`src/rtl/filtro_botones_n.sv`:
```
// N-channel push-button front end: two-flop synchroniser, counter debounce,
// one-cycle press pulse with optional hold-to-repeat, and a lowest-index event code.
module filtro_botones_n #(
  parameter int unsigned N_BOTONES      = 4,
  parameter int unsigned CONTEO_ESTABLE = 100000,
  parameter int unsigned REPETIR        = 0,
  parameter int unsigned RETARDO_REP    = 50000000,
  parameter int unsigned PERIODO_REP    = 10000000,
  localparam int unsigned CODIGO_W      = (N_BOTONES > 1) ? $clog2(N_BOTONES) : 1
) (
  input  logic                 clk_i,
  input  logic                 rst_n_i,
  input  logic [N_BOTONES-1:0] botones_i,
  output logic [N_BOTONES-1:0] estado_o,
  output logic [N_BOTONES-1:0] pulso_o,
  output logic                 pulso_any_o,
  output logic [CODIGO_W-1:0]  codigo_o
);

  localparam int unsigned CONT_W  = $clog2(CONTEO_ESTABLE);
  localparam int unsigned REP_MAX = (RETARDO_REP > PERIODO_REP) ? RETARDO_REP : PERIODO_REP;
  localparam int unsigned REP_W   = $clog2(REP_MAX + 1);

  typedef enum logic [1:0] {
    REPOSO,
    PRIMERO,
    PERIODO
  } estadoRep_t;

  logic [N_BOTONES-1:0] sinc1;
  logic [N_BOTONES-1:0] sinc2;
  logic [CONT_W-1:0]    cuenta     [N_BOTONES];
  logic [CONT_W-1:0]    cuentaNext [N_BOTONES];
  logic [REP_W-1:0]     rep        [N_BOTONES];
  logic [REP_W-1:0]     repNext    [N_BOTONES];
  estadoRep_t           fsm        [N_BOTONES];
  estadoRep_t           fsmNext    [N_BOTONES];
  logic [N_BOTONES-1:0] estadoNext;
  logic [N_BOTONES-1:0] pulsoNext;

  // State register for synchronisers, debounce, repeat machines and outputs
  always_ff @(posedge clk_i or negedge rst_n_i) begin
    if (!rst_n_i) begin
      sinc1    <= '0;
      sinc2    <= '0;
      estado_o <= '0;
      pulso_o  <= '0;
      for (int k = 0; k < int'(N_BOTONES); k++) begin
        cuenta[k] <= '0;
        rep[k]    <= '0;
        fsm[k]    <= REPOSO;
      end
    end else begin
      sinc1    <= botones_i;
      sinc2    <= sinc1;
      estado_o <= estadoNext;
      pulso_o  <= pulsoNext;
      for (int k = 0; k < int'(N_BOTONES); k++) begin
        cuenta[k] <= cuentaNext[k];
        rep[k]    <= repNext[k];
        fsm[k]    <= fsmNext[k];
      end
    end
  end

  // Next-state: debounce acceptance, press detection and repeat timing
  always_comb begin
    logic sube;
    logic baja;
    estadoNext = estado_o;
    pulsoNext  = '0;
    cuentaNext = cuenta;
    repNext    = rep;
    fsmNext    = fsm;
    sube       = 1'b0;
    baja       = 1'b0;
    for (int k = 0; k < int'(N_BOTONES); k++) begin
      if (sinc2[k] == estado_o[k]) begin
        cuentaNext[k] = '0;
      end else if (cuenta[k] == CONT_W'(CONTEO_ESTABLE - 1)) begin
        cuentaNext[k] = '0;
        estadoNext[k] = ~estado_o[k];
      end else begin
        cuentaNext[k] = cuenta[k] + CONT_W'(1);
      end

      sube = ~estado_o[k] & estadoNext[k];
      baja = estado_o[k] & ~estadoNext[k];
      if (sube) pulsoNext[k] = 1'b1;

      if (REPETIR != 0) begin
        // Release wins over a coinciding repeat so no pulse lands in the release cycle
        case (fsm[k])
          REPOSO: begin
            repNext[k] = '0;
            if (sube) fsmNext[k] = PRIMERO;
          end
          PRIMERO: begin
            if (baja) begin
              repNext[k] = '0;
              fsmNext[k] = REPOSO;
            end else if (rep[k] == REP_W'(RETARDO_REP - 1)) begin
              repNext[k]   = '0;
              pulsoNext[k] = 1'b1;
              fsmNext[k]   = PERIODO;
            end else begin
              repNext[k] = rep[k] + REP_W'(1);
            end
          end
          PERIODO: begin
            if (baja) begin
              repNext[k] = '0;
              fsmNext[k] = REPOSO;
            end else if (rep[k] == REP_W'(PERIODO_REP - 1)) begin
              repNext[k]   = '0;
              pulsoNext[k] = 1'b1;
            end else begin
              repNext[k] = rep[k] + REP_W'(1);
            end
          end
          default: begin
            repNext[k] = '0;
            fsmNext[k] = REPOSO;
          end
        endcase
      end
    end
  end

  // Lowest-index pulse wins the event code
  always_comb begin
    codigo_o    = '0;
    pulso_any_o = |pulso_o;
    for (int k = int'(N_BOTONES) - 1; k >= 0; k--) begin
      if (pulso_o[k]) codigo_o = CODIGO_W'(k);
    end
  end

endmodule
```
`config.mk`:
```
export PLATFORM = sky130hd
export DESIGN_NAME = filtro_botones_n
export DESIGN_NICKNAME = d
export VERILOG_FILES = /design/src/rtl/filtro_botones_n.sv
export SDC_FILE = /design/constraint.sdc
export NUM_CORES = 1
export LEC_CHECK = 0
export CAP_MARGIN = 10
export CORE_MARGIN = 1.5
export CORE_UTILIZATION = 56
export DETAILED_ROUTE_END_ITERATION = 8
export GPL_TIMING_DRIVEN = 0
export PLACE_DENSITY = 0.75
export SLEW_MARGIN = 20
export SYNTH_ARGS = -nofsm -noshare
export SYNTH_HDL_FRONTEND = slang
export SYNTH_SLANG_ARGS = --single-unit
```
`constraint.sdc`:
```
create_clock -name clk_i -period 2.45 [get_ports clk_i]
set_input_delay 0.245 -clock clk_i [delete_from_list [all_inputs] [get_ports clk_i]]
set_output_delay 0.245 -clock clk_i [all_outputs]
set_load 0.05 [all_outputs]
```
==> metrics.csv, run 1 <==
stage;metric;value;unit
run_status;outcome;completed;
synth;number of flops mapped to enable cells by yosys;0;
placement;dpl hpwl;4.59;mm
drt;Vias;2746;
sta;slew margin rel.;64.5;%
layout;post-route cell area;4420;um^2
cts;CTS sink count;84;
synth;post-synthesis sequential area ratio;53.7;%
power;maximum vdd drop;0.000330;V
synth;syn_area_per_cell;10.2;um^2
synth;Gate Count Post-Synth;384;
grt;antenna violations before repair;0;
cts;worst-skew pair later-pin latency;350;ps
synth;Unique masters post-synth;31;
cts;CTS Buf Count;9;
drt;first drt pass iteration count;6;
synth;Primary FF master, synth;dfrtp_1;
drt;post-route ant nets;0;
critical_path;CP Launch Type;flop;
synth;number of synthesized register bits;84;
cts;clk root buf;clkbuf_8;
placement;GPL Wtd Cong;0.830;
floorplanning;Core Box Area;6790;um^2
synth;yosys warns;0;
floorplanning;die footprint;7510;um^2
sta;final hold slack;332;ps
sta;RSZ-0062 raised after global routing;false;
grt;number of global-route vias before repair;2555;
critical_path;crit end category;flop;
cts;clock buffer depth;2;
critical_path;kind of critical path;flop to flop;
flow_run;# Max-Cap Violations;0;
drt;starting DRC count in detailed routing;116;
grt;Total GRT Usage;19.9;%
sta;setup TNS;0;ps
drt;drc violations;0;
synth;Async S/R FF share, synth;100;%
sta;Slew @ Worst Pin;532;ps
cts;Clock Pin Slew Worst Setup and Hold Paths;80;ps
synth;Cell Area, Synth;3920;um^2
placement;I/O Buffers;16;
sta;final critical-path required period;2060;ps
critical_path;Data arrival, critical path;2300;ps
synth;Post-Syn Nets;394;
grt;first-pass GRT wire length;11.7;mm
floorplanning;Initial Utilization;57.7;%
min_path;Hold Crit Depth;1;
layout;number of diodes;0;
layout;ratio of cells with drive above 1 in the final layout;7.18;%
sta;Fin Clk Skew;6.76;ps
drt;drt via density;5.34;
critical_path;crit-path max FO;10;
critical_path;r2r worst-path depth;7;
layout;P&R area growth vs syn;12.8;%
cts;H-Tree Depth;3;
floorplanning;Die X-Extent;86.6;um
layout;nets;423;
drt;WL per Instance;13.1;um
floorplanning;Die Height;86.6;um
min_path;min-delay worst type;input pin to flop;
floorplanning;site row count;30;
grt;GRT overflow;0;
sta;Slew Limit Fails;0;
grt;largest net degree at the start of global routing;44;
sta;Final period util;84.2;%
sta;final setup vio count;0;
sta;count of final hold-check violations;0;
critical_path;data required time at the worst endpoint;2680;ps
drt;WL final;6.75;mm
placement;dpl cell area;4220;um^2
sta;fmax;485;MHz
power;Leak;1.74;nW
cts;CTS tree;built;
floorplanning;I/O Pins;17;
power;PwrDens;567;nW/um^2
[per-stage QoR]
stage	util [%]	cells	power, mW	setup slack, ps
floorplan	-	384	1.51	400
global placement	61.8	496	1.56	-1810
detailed placement	62.0	497	1.57	383
CTS	65.0	514	2.54	350
global route	65.0	514	2.61	199
finish	65.0	514	2.50	387
[synth_stat cells (3+ instances only)]
cell type / count / area, um^2
a21oi_1: 3 / 15.0
dfrtp_1: 84 / 2100
nor3b_1: 5 / 37.5
buf_2: 3 / 15.0
xor2_1: 13 / 114
nand3_1: 21 / 105
nor4_1: 18 / 113
inv_1: 12 / 45.0
nor2_1: 77 / 289
nand4_1: 20 / 125
nor3_1: 23 / 115
xnor2_1: 49 / 429
mux2_2: 3 / 33.8
and4_1: 3 / 26.3
ha_1: 4 / 50.1
nand2_1: 23 / 86.3
[flip-flops by register name, indices dropped and copies added, names as in the netlist]
name / count
estado_o: 4
sinc1: 4
pulso_o: 4
sinc2: 4
cuenta: 68
[path summary, 6_finish.rpt]
check	from	end	slack (ps)
max	cuenta[51]	cuenta[61]	390
min	botones_i[1]	sinc1[1]	330
max reg2reg	cuenta[51]	cuenta[61]	390
min reg2reg	sinc1[3]	sinc2[3]	350
max in group asynchronous	rst_n_i	cuenta[53]	1440
min in group asynchronous	rst_n_i	pulso_o[3]	410
[layer usage]
layer	vias up	global-route usage, %	part of all wire [%]
li1	1380	-	-
met3	9	4.67	2.4
met2	31	30.5	47
met5	-	0	0
met4	0	8.06	1.1
met1	1326	27.4	50
[critical path, cell delays in order (launching register included)]
cell      delay (ps)
dfrtp_1          410
ha_1             250
nand4_1          260
nor2_1           220
a31o_2           170
clkbuf_1         290
buf_2            280
nor2_1            70
[cells in the final DEF (no fill, tap or decap), drive strengths merged]
cell type	n
nor4	19
nand3	21
nand4bb	2
clkbuf	14
inv	12
clkinv	3
o31ai	2
nand2	23
bufinv	1
a31o	2
dfrtp	84
xnor2	49
nor3b	6
and3	1
nor2	77
and4	3
or4b	2
dlygate4sd3	1
nor3	23
nand4	20
xor2	13
a41o	2
or4	2
or3	1
a21oi	3
clkdlybuf4s50	15
mux2	4
ha	4
buf	9
[power by group]
part           leakage (nW)  internal, mW  switching, mW
clock                 0.100         0.499          0.470
sequential             1.15          1.41         0.0212
combinational         0.497        0.0416         0.0651
[logic make-up after synthesis]
kind of cell             after synthesis  synth area share, %
buffers and inverters                 21                 3.00
adder cells (fa/ha/maj)                4                 1.28
XOR/XNOR                              62                 13.9
flip-flops                            84                 53.7
multiplexers                           4                 1.15
AND/OR/NAND/NOR                      200                 25.3
AO/OA/AOI/OAI                          9                 1.72
[timing repair]
item / 4_1_cts / 5_1_grt
setup endpoints to repair: 0 / 0
endpoints found under the hold margin: 41 / 0
setup buffers: 0 / 0
resized for setup: 0 / 0
hold buffers: 1 / 0
[cell type report]
| class | instances | area (um^2) |
|---|---|---|
| tap | 96 | 120 |
| clock buffer | 12 | 145 |
| fill | 525 | 2370 |
| clock inverter | 4 | 48.8 |
| inverter | 12 | 45.0 |
| sequential | 84 | 2100 |
| timing repair buffer | 18 | 188 |
| buffer | 9 | 72.6 |
| multi-input combinational | 279 | 1700 |
No activity file was read; power rests on OpenSTA's default activity.
==> run 2: changes to the inputs <==
- clock period: 2.45 -> 1.95 ns (I/O delays scaled with it)
==> run 2 against run 1 <==
Clock skew rose by 7.5 ps. Clock power rose by 37%. Largest power group unchanged. Cell area rose by 1.1%. Critical path depth fell by 1. Utilization rose by 0.70 points. Final cell count fell by 0.39%. Worst hold slack got worse by 53 ps. Die area did not move. Setup slack got worse by 280 ps. Fmax rose by 12%. Via count rose by 2.0%. Sequential share of layout area fell by 0.48 points.
==> metrics.csv, run 2 (synthesis results as in run 1) <==
stage;metric;value;unit;change
sta;count of final hold-check violations;0;;unchanged
layout;Top reg by flops;cuenta;;
critical_path;data required time at the worst endpoint;2180;ps;-500 ps
cts;CTS sink count;84;;unchanged
cts;CTS tree;built;;
layout;max FFs per register;68;;unchanged
cts;clock buffer depth;2;;unchanged
drt;drt via density;5.47;;+2.4%
grt;Total GRT Usage;20.3;%;+0.39 points
sta;fmax;541;MHz;+12%
layout;ratio of cells with drive above 1 in the final layout;8.17;%;+1.0 points
grt;first-pass GRT wire length;12.0;mm;+2.6%
drt;met1 WL;3.29;mm;-1.5%
sta;Fin Clk Skew;14.3;ps;+7.54 ps
critical_path;CP Launch Type;flop;;
critical_path;R2R Setup Slk;100;ps;-280 ps
drt;WL per Instance;13.3;um;+1.5%
critical_path;Data arrival, critical path;2080;ps;-220 ps
drt;met2 wire len;3.25;mm;+2.6%
cts;clk root buf;clkbuf_8;;
drt;highest metal used;met4;;
floorplanning;site row count;30;;unchanged
layout;most frequent cells in the layout;dfrtp_1, nor2_1, xnor2_1, nand2_1, nor3_1;;
power;PwrDens;730;nW/um^2;+29%
sta;final critical-path required period;1850;ps;-216 ps
placement;GPL Wtd Cong;0.838;;+1.1%
drt;WL final;6.82;mm;+1.1%
power;maximum vdd drop;0.000536;V;+63%
min_path;HP Start;botones_i[3];;
drt;starting DRC count in detailed routing;164;;+41%
placement;dpl hpwl;4.64;mm;+1.1%
placement;pre-CTS setup slack;-89.7;ps;-472 ps
cts;Clock Pin Slew Worst Setup and Hold Paths;90;ps;about the same
flow_run;# Max-Cap Violations;0;;unchanged
critical_path;kind of critical path;flop to flop;;
cts;CTS Buf Count;9;;unchanged
placement;I/O Buffers;16;;unchanged
critical_path;slowest cell on the critical path;or4b_1;;
floorplanning;Die X-Extent;86.6;um;unchanged
drt;first drt pass iteration count;4;;-2
sta;final setup vio count;0;;unchanged
drt;post-route ant nets;0;;unchanged
cts;H-Tree Depth;3;;unchanged
min_path;Hold Crit Depth;1;;unchanged
drt;drc violations;0;;unchanged
sta;fin worst setup slack;103;ps;-284 ps
sta;Final period util;94.7;%;+11 points
drt;Vias;2802;;+2.0%
critical_path;worst flop-to-flop path endpoint;cuenta[43];;
power;Leak;1.80;nW;+3.2%
layout;commonest non-fill, non-tap cell in the layout;dfrtp_1;;
min_path;end of the worst hold path;sinc1[3];;
grt;antenna violations before repair;0;;unchanged
sta;setup TNS;0;ps;unchanged
grt;largest net degree at the start of global routing;50;;+14%
layout;number of diodes;0;;unchanged
layout;P&R area growth vs syn;14.0;%;
cts;worst-skew pair later-pin latency;350;ps;about the same
critical_path;crit-path max FO;10;;unchanged
run_status;outcome;completed;;
critical_path;Critical R2R Launch;cuenta[39];;
grt;GRT overflow;0;;unchanged
drt;WL met3;189;um;+16%
floorplanning;die footprint;7510;um^2;unchanged
floorplanning;Die Height;86.6;um;unchanged
critical_path;CP startpoint;cuenta[39];;
layout;nets;422;;-0.24%
floorplanning;I/O Pins;17;;unchanged
sta;Slew @ Worst Pin;503;ps;-29.1 ps
critical_path;r2r worst-path depth;6;;-1
floorplanning;Core Box Area;6790;um^2;unchanged
critical_path;slowest stage delay, CP;520;ps;+110 ps
floorplanning;Initial Utilization;57.7;%;unchanged
sta;Slew Limit Fails;0;;unchanged
sta;slew margin rel.;66.4;%;+1.9 points
sta;RSZ-0062 raised after global routing;false;;
grt;number of global-route vias before repair;2656;;+4.0%
min_path;min-delay worst type;input pin to flop;;
critical_path;crit end category;flop;;
critical_path;crit-path cells;or4b_1, nor3b_2, a41o_1, buf_4, buf_6, nor2_1;;
==> run 2: repair_timing <==
action,in CTS,in global routing
hold buffers,1,0
setup buffers,0,0
pin swaps,0,2
endpoints found under the setup margin,11,20
gates resized for setup,1,6
hold endpoints to repair,35,0
==> run 2: area by class of cell <==
type	count	area (um^2)
sequential	84	2100
timing repair buffer	18	199
inverter	12	45.0
clock inverter	6	90.1
clock buffer	9	124
tap	96	120
multi-input combinational	279	1710
buffer	8	71.3
fill	535	2330
==> run 2: power breakdown <==
part | internal (mW) | switching [mW] | leakage [nW] | total [mW]
logic | 0.0548 | 0.0828 | 0.550 | 0.138
registers | 1.77 | 0.0260 | 1.14 | 1.79
clock network | 0.716 | 0.611 | 0.105 | 1.33
==> run 2: how the worst max path moves through the flow <==
stage / to / slack (ps) / cells past startpoint
floorplan: cuenta[29] / 220 / 6
global placement: cuenta[51] / -2240 / 1
detailed placement: cuenta[61] / -90 / 7
CTS: codigo_o[0] / 5 / 4
global route: cuenta[43] / 8 / 6
finish: cuenta[43] / 100 / 6
==> run 2: stage by stage <==
| stage | area, um^2 | utilization (%) | hold slack (ps) | cells | power (mW) |
|---|---|---|---|---|---|
| 2_1_floorplan | 3920 | - | -101 | 384 | 1.90 |
| 3_3_place_gp | 4200 | 61.9 | 336 | 496 | 1.96 |
| 3_5_place_dp | 4230 | 62.2 | 184 | 497 | 1.97 |
| 4_1_cts | 4450 | 65.5 | 270 | 512 | 3.29 |
| 5_1_grt | 4470 | 65.7 | 272 | 512 | 3.39 |
| 6_report | 4470 | 65.7 | 279 | 512 | 3.26 |
==> run 2: per-layer routing <==
metal / track usage (%) / up-vias
met5: 0 / -
met4: 7.77 / 0
met3: 3.52 / 9
met2: 31.9 / 54
met1: 28.2 / 1362
li1: - / 1377
==> run 2: worst max-delay path: cells and delay by family, from the launching register on <==
family	cells	cell delay [ps]
AO/OA/AOI/OAI	1	190
buffers and inverters	2	300
flip-flops	1	450
AND/OR/NAND/NOR	3	790
==> run 3: changes to the inputs <==
- HOLD_SLACK_MARGIN: default -> 0.1
- clock period: 1.95 -> 2.25 ns (I/O delays scaled with it)
==> run 3 against run 2 <==
First-iteration DRC count down 13%. Final cell count up 0.20%. Largest cell class unchanged. Largest power group unchanged. Die area unchanged. Critical path type is now flop to output pin. Highest routed layer unchanged.
==> metrics.csv, run 3 (synthesis results as in run 1) <==
stage;metric;value;unit;change
critical_path;Data arrival, critical path;1780;ps;-300 ps
cts;H-Tree Depth;3;;unchanged
placement;I/O Buffers;16;;unchanged
placement;GPL Wtd Cong;0.830;;-1.0%
layout;most frequent cells in the layout;dfrtp_1, nor2_1, xnor2_1, nand2_1, nor3_1;;
min_path;Hold Crit Depth;1;;unchanged
power;Int Power;2.12;mW;-16%
sta;RSZ-0062 raised after global routing;false;;
sta;final critical-path required period;2000;ps;
critical_path;CP top delay family;buffers and inverters;;
grt;Total GRT Usage;19.9;%;-0.39 points
layout;fillers;527;;-1.5%
grt;antenna violations before repair;0;;unchanged
grt;first-pass GRT wire length;11.7;mm;-2.5%
cts;CTS Buf Count;9;;unchanged
placement;placed cells;497;;unchanged
critical_path;CP Launch Type;flop;;
grt;number of global-route vias before repair;2555;;-3.8%
critical_path;cell count along the critical path;2;;-4
power;register share of total power;57.0;%;+1.9 points
critical_path;crit-path max FO;4;;-6
floorplanning;site row count;30;;unchanged
sta;Fin Clk Skew;6.76;ps;-7.54 ps
sta;Slew Limit Fails;0;;unchanged
sta;setup TNS;0;ps;unchanged
drt;drt via density;5.36;;-2.0%
critical_path;kind of critical path;flop to output pin;;
cts;Clock Pin Slew Worst Setup and Hold Paths;80;ps;about the same
sta;slew margin rel.;64.4;%;-2.0 points
sta;fmax;500;MHz;
critical_path;R2R Setup Slk;360;ps;+260 ps
drt;WL per Instance;13.2;um;-1.3%
floorplanning;Die X-Extent;86.6;um;unchanged
critical_path;CP startpoint;pulso_o[0];;
grt;largest net degree at the start of global routing;44;;-12%
cts;setup bufs post-CTS;0;;unchanged
min_path;min-delay worst type;input pin to flop;;
sta;Final period util;88.9;%;
flow_run;# Max-Cap Violations;0;;unchanged
critical_path;Critical R2R Launch;cuenta[30];;
floorplanning;die footprint;7510;um^2;unchanged
drt;first drt pass iteration count;4;;unchanged
placement;pre-CTS setup slack;183;ps;+272 ps
critical_path;data required time at the worst endpoint;2030;ps;-150 ps
critical_path;crit end category;output pin;;
critical_path;end point of the critical path;codigo_o[1];;
layout;number of diodes;0;;unchanged
run_status;outcome;completed;;
placement;dpl hpwl;4.59;mm;-1.1%
sta;fin worst setup slack;250;ps;+147 ps
layout;Cell Count, Final, Fillers Out;513;;+0.20%
floorplanning;Core Box Area;6790;um^2;unchanged
power;clock share of power;38.7;%;-2.0 points
cts;CTS sink count;84;;unchanged
critical_path;slowest stage delay, CP;820;ps;+300 ps
drt;Vias;2752;;-1.8%
critical_path;slowest cell on the critical path;clkdlybuf4s50_1;;
critical_path;buffer and inverter count on the worst path;1;;-1
layout;Top reg by flops;cuenta;;
drt;post-route ant nets;0;;unchanged
drt;drc violations;0;;unchanged
power;Comb pwr share;4.2;%;about the same
cts;CTS tree;built;;
layout;ratio of cells with drive above 1 in the final layout;7.19;%;-0.98 points
floorplanning;Initial Utilization;57.7;%;unchanged
cts;worst-skew pair later-pin latency;350;ps;about the same
layout;nets;422;;unchanged
critical_path;crit-path cells;nor3_1, clkdlybuf4s50_1;;
cts;post-cts sizing count;0;;-1
power;sw frac;22.2;%;+0.17 points
power;PwrDens;618;nW/um^2;-15%
grt;GRT overflow;0;;unchanged
critical_path;r2r worst-path depth;6;;unchanged
floorplanning;Die Height;86.6;um;unchanged
sta;count of final hold-check violations;0;;unchanged
layout;FF+latch area;2100;um^2;about the same
power;maximum vdd drop;0.000359;V;-33%
sta;final setup vio count;0;;unchanged
cts;clock buffer depth;2;;unchanged
sta;Slew @ Worst Pin;534;ps;+30.4 ps
power;Leak;1.74;nW;-3.2%
drt;starting DRC count in detailed routing;143;;-13%
power;Pwr Total;2.73;mW;-16%
drt;WL final;6.75;mm;-1.1%
cts;clk root buf;clkbuf_8;;
layout;area of the multi-input gates;1700;um^2;-0.95%
layout;P&R area growth vs syn;12.7;%;
power;P_sw;607;uW;-16%
floorplanning;I/O Pins;17;;unchanged
layout;commonest non-fill, non-tap cell in the layout;dfrtp_1;;
layout;max FFs per register;68;;unchanged
critical_path;worst flop-to-flop path endpoint;cuenta[31];;
## run 3: cell types whose count changed in the layout (fill, tap and decap cells not counted), sizes merged
| cell | change |
|---|---|
| clkinvlp | -1 |
| dlymetal6s2s | -2 |
| bufinv | -1 |
| clkbuf | +2 |
| clkdlybuf4s50 | +3 |
| dlygate4sd2 | -1 |
| buf | +1 |
## run 3: how the worst min path moves through the flow
stage	start	to	slack, ps
3_3_place_gp	sinc1[3]	sinc2[3]	330
3_5_place_dp	rst_n_i	pulso_o[3]	250
5_1_grt	botones_i[2]	sinc1[2]	290
2_1_floorplan	rst_n_i	cuenta[0]	-70
4_1_cts	botones_i[1]	sinc1[1]	290
6_report	botones_i[1]	sinc1[1]	310
## run 3: what timing repair did
action / 4_1_cts / 5_1_grt
endpoints found under the setup margin: 0 / 1
endpoints found under the hold margin: 41 / 0
hold buffers: 1 / 0
## run 3: layout make-up
type	instances	share of cell area, %
sequential	84	47.6
multi-input combinational	279	38.5
timing repair buffer	18	4.25
clock buffer	12	3.29
tap	96	2.72
buffer	8	1.56
clock inverter	4	1.11
inverter	12	1.02
## run 3: power by group through the flow
stage               sequential [mW]  clock (mW)  combinational [mW]
floorplan                      1.58           0              0.0633
global placement               1.59           0               0.114
detailed placement             1.59           0               0.119
CTS                            1.56        1.09               0.121
global route                   1.56        1.15               0.135
finish                         1.56        1.06               0.116
## run 3: stage by stage
stage / cell area, um^2 / utilization, % / hold slack (ps)
after floorplan: 3920 / - / -70.6
final: 4420 / 65.0 / 312
after CTS: 4420 / 65.0 / 291
after global placement: 4200 / 61.8 / 332
after detailed placement: 4220 / 62.0 / 246
after global routing: 4420 / 65.0 / 286
## run 3: routing by layer
| layer | track usage (%) | vias to the layer above | wire length, um |
|---|---|---|---|
| li1 | - | 1377 | - |
| met1 | 27.4 | 1328 | 3330 |
| met2 | 30.5 | 38 | 3160 |
| met3 | 4.67 | 9 | 181 |
| met4 | 8.06 | 0 | 75 |
| met5 | 0 | - | 0 |
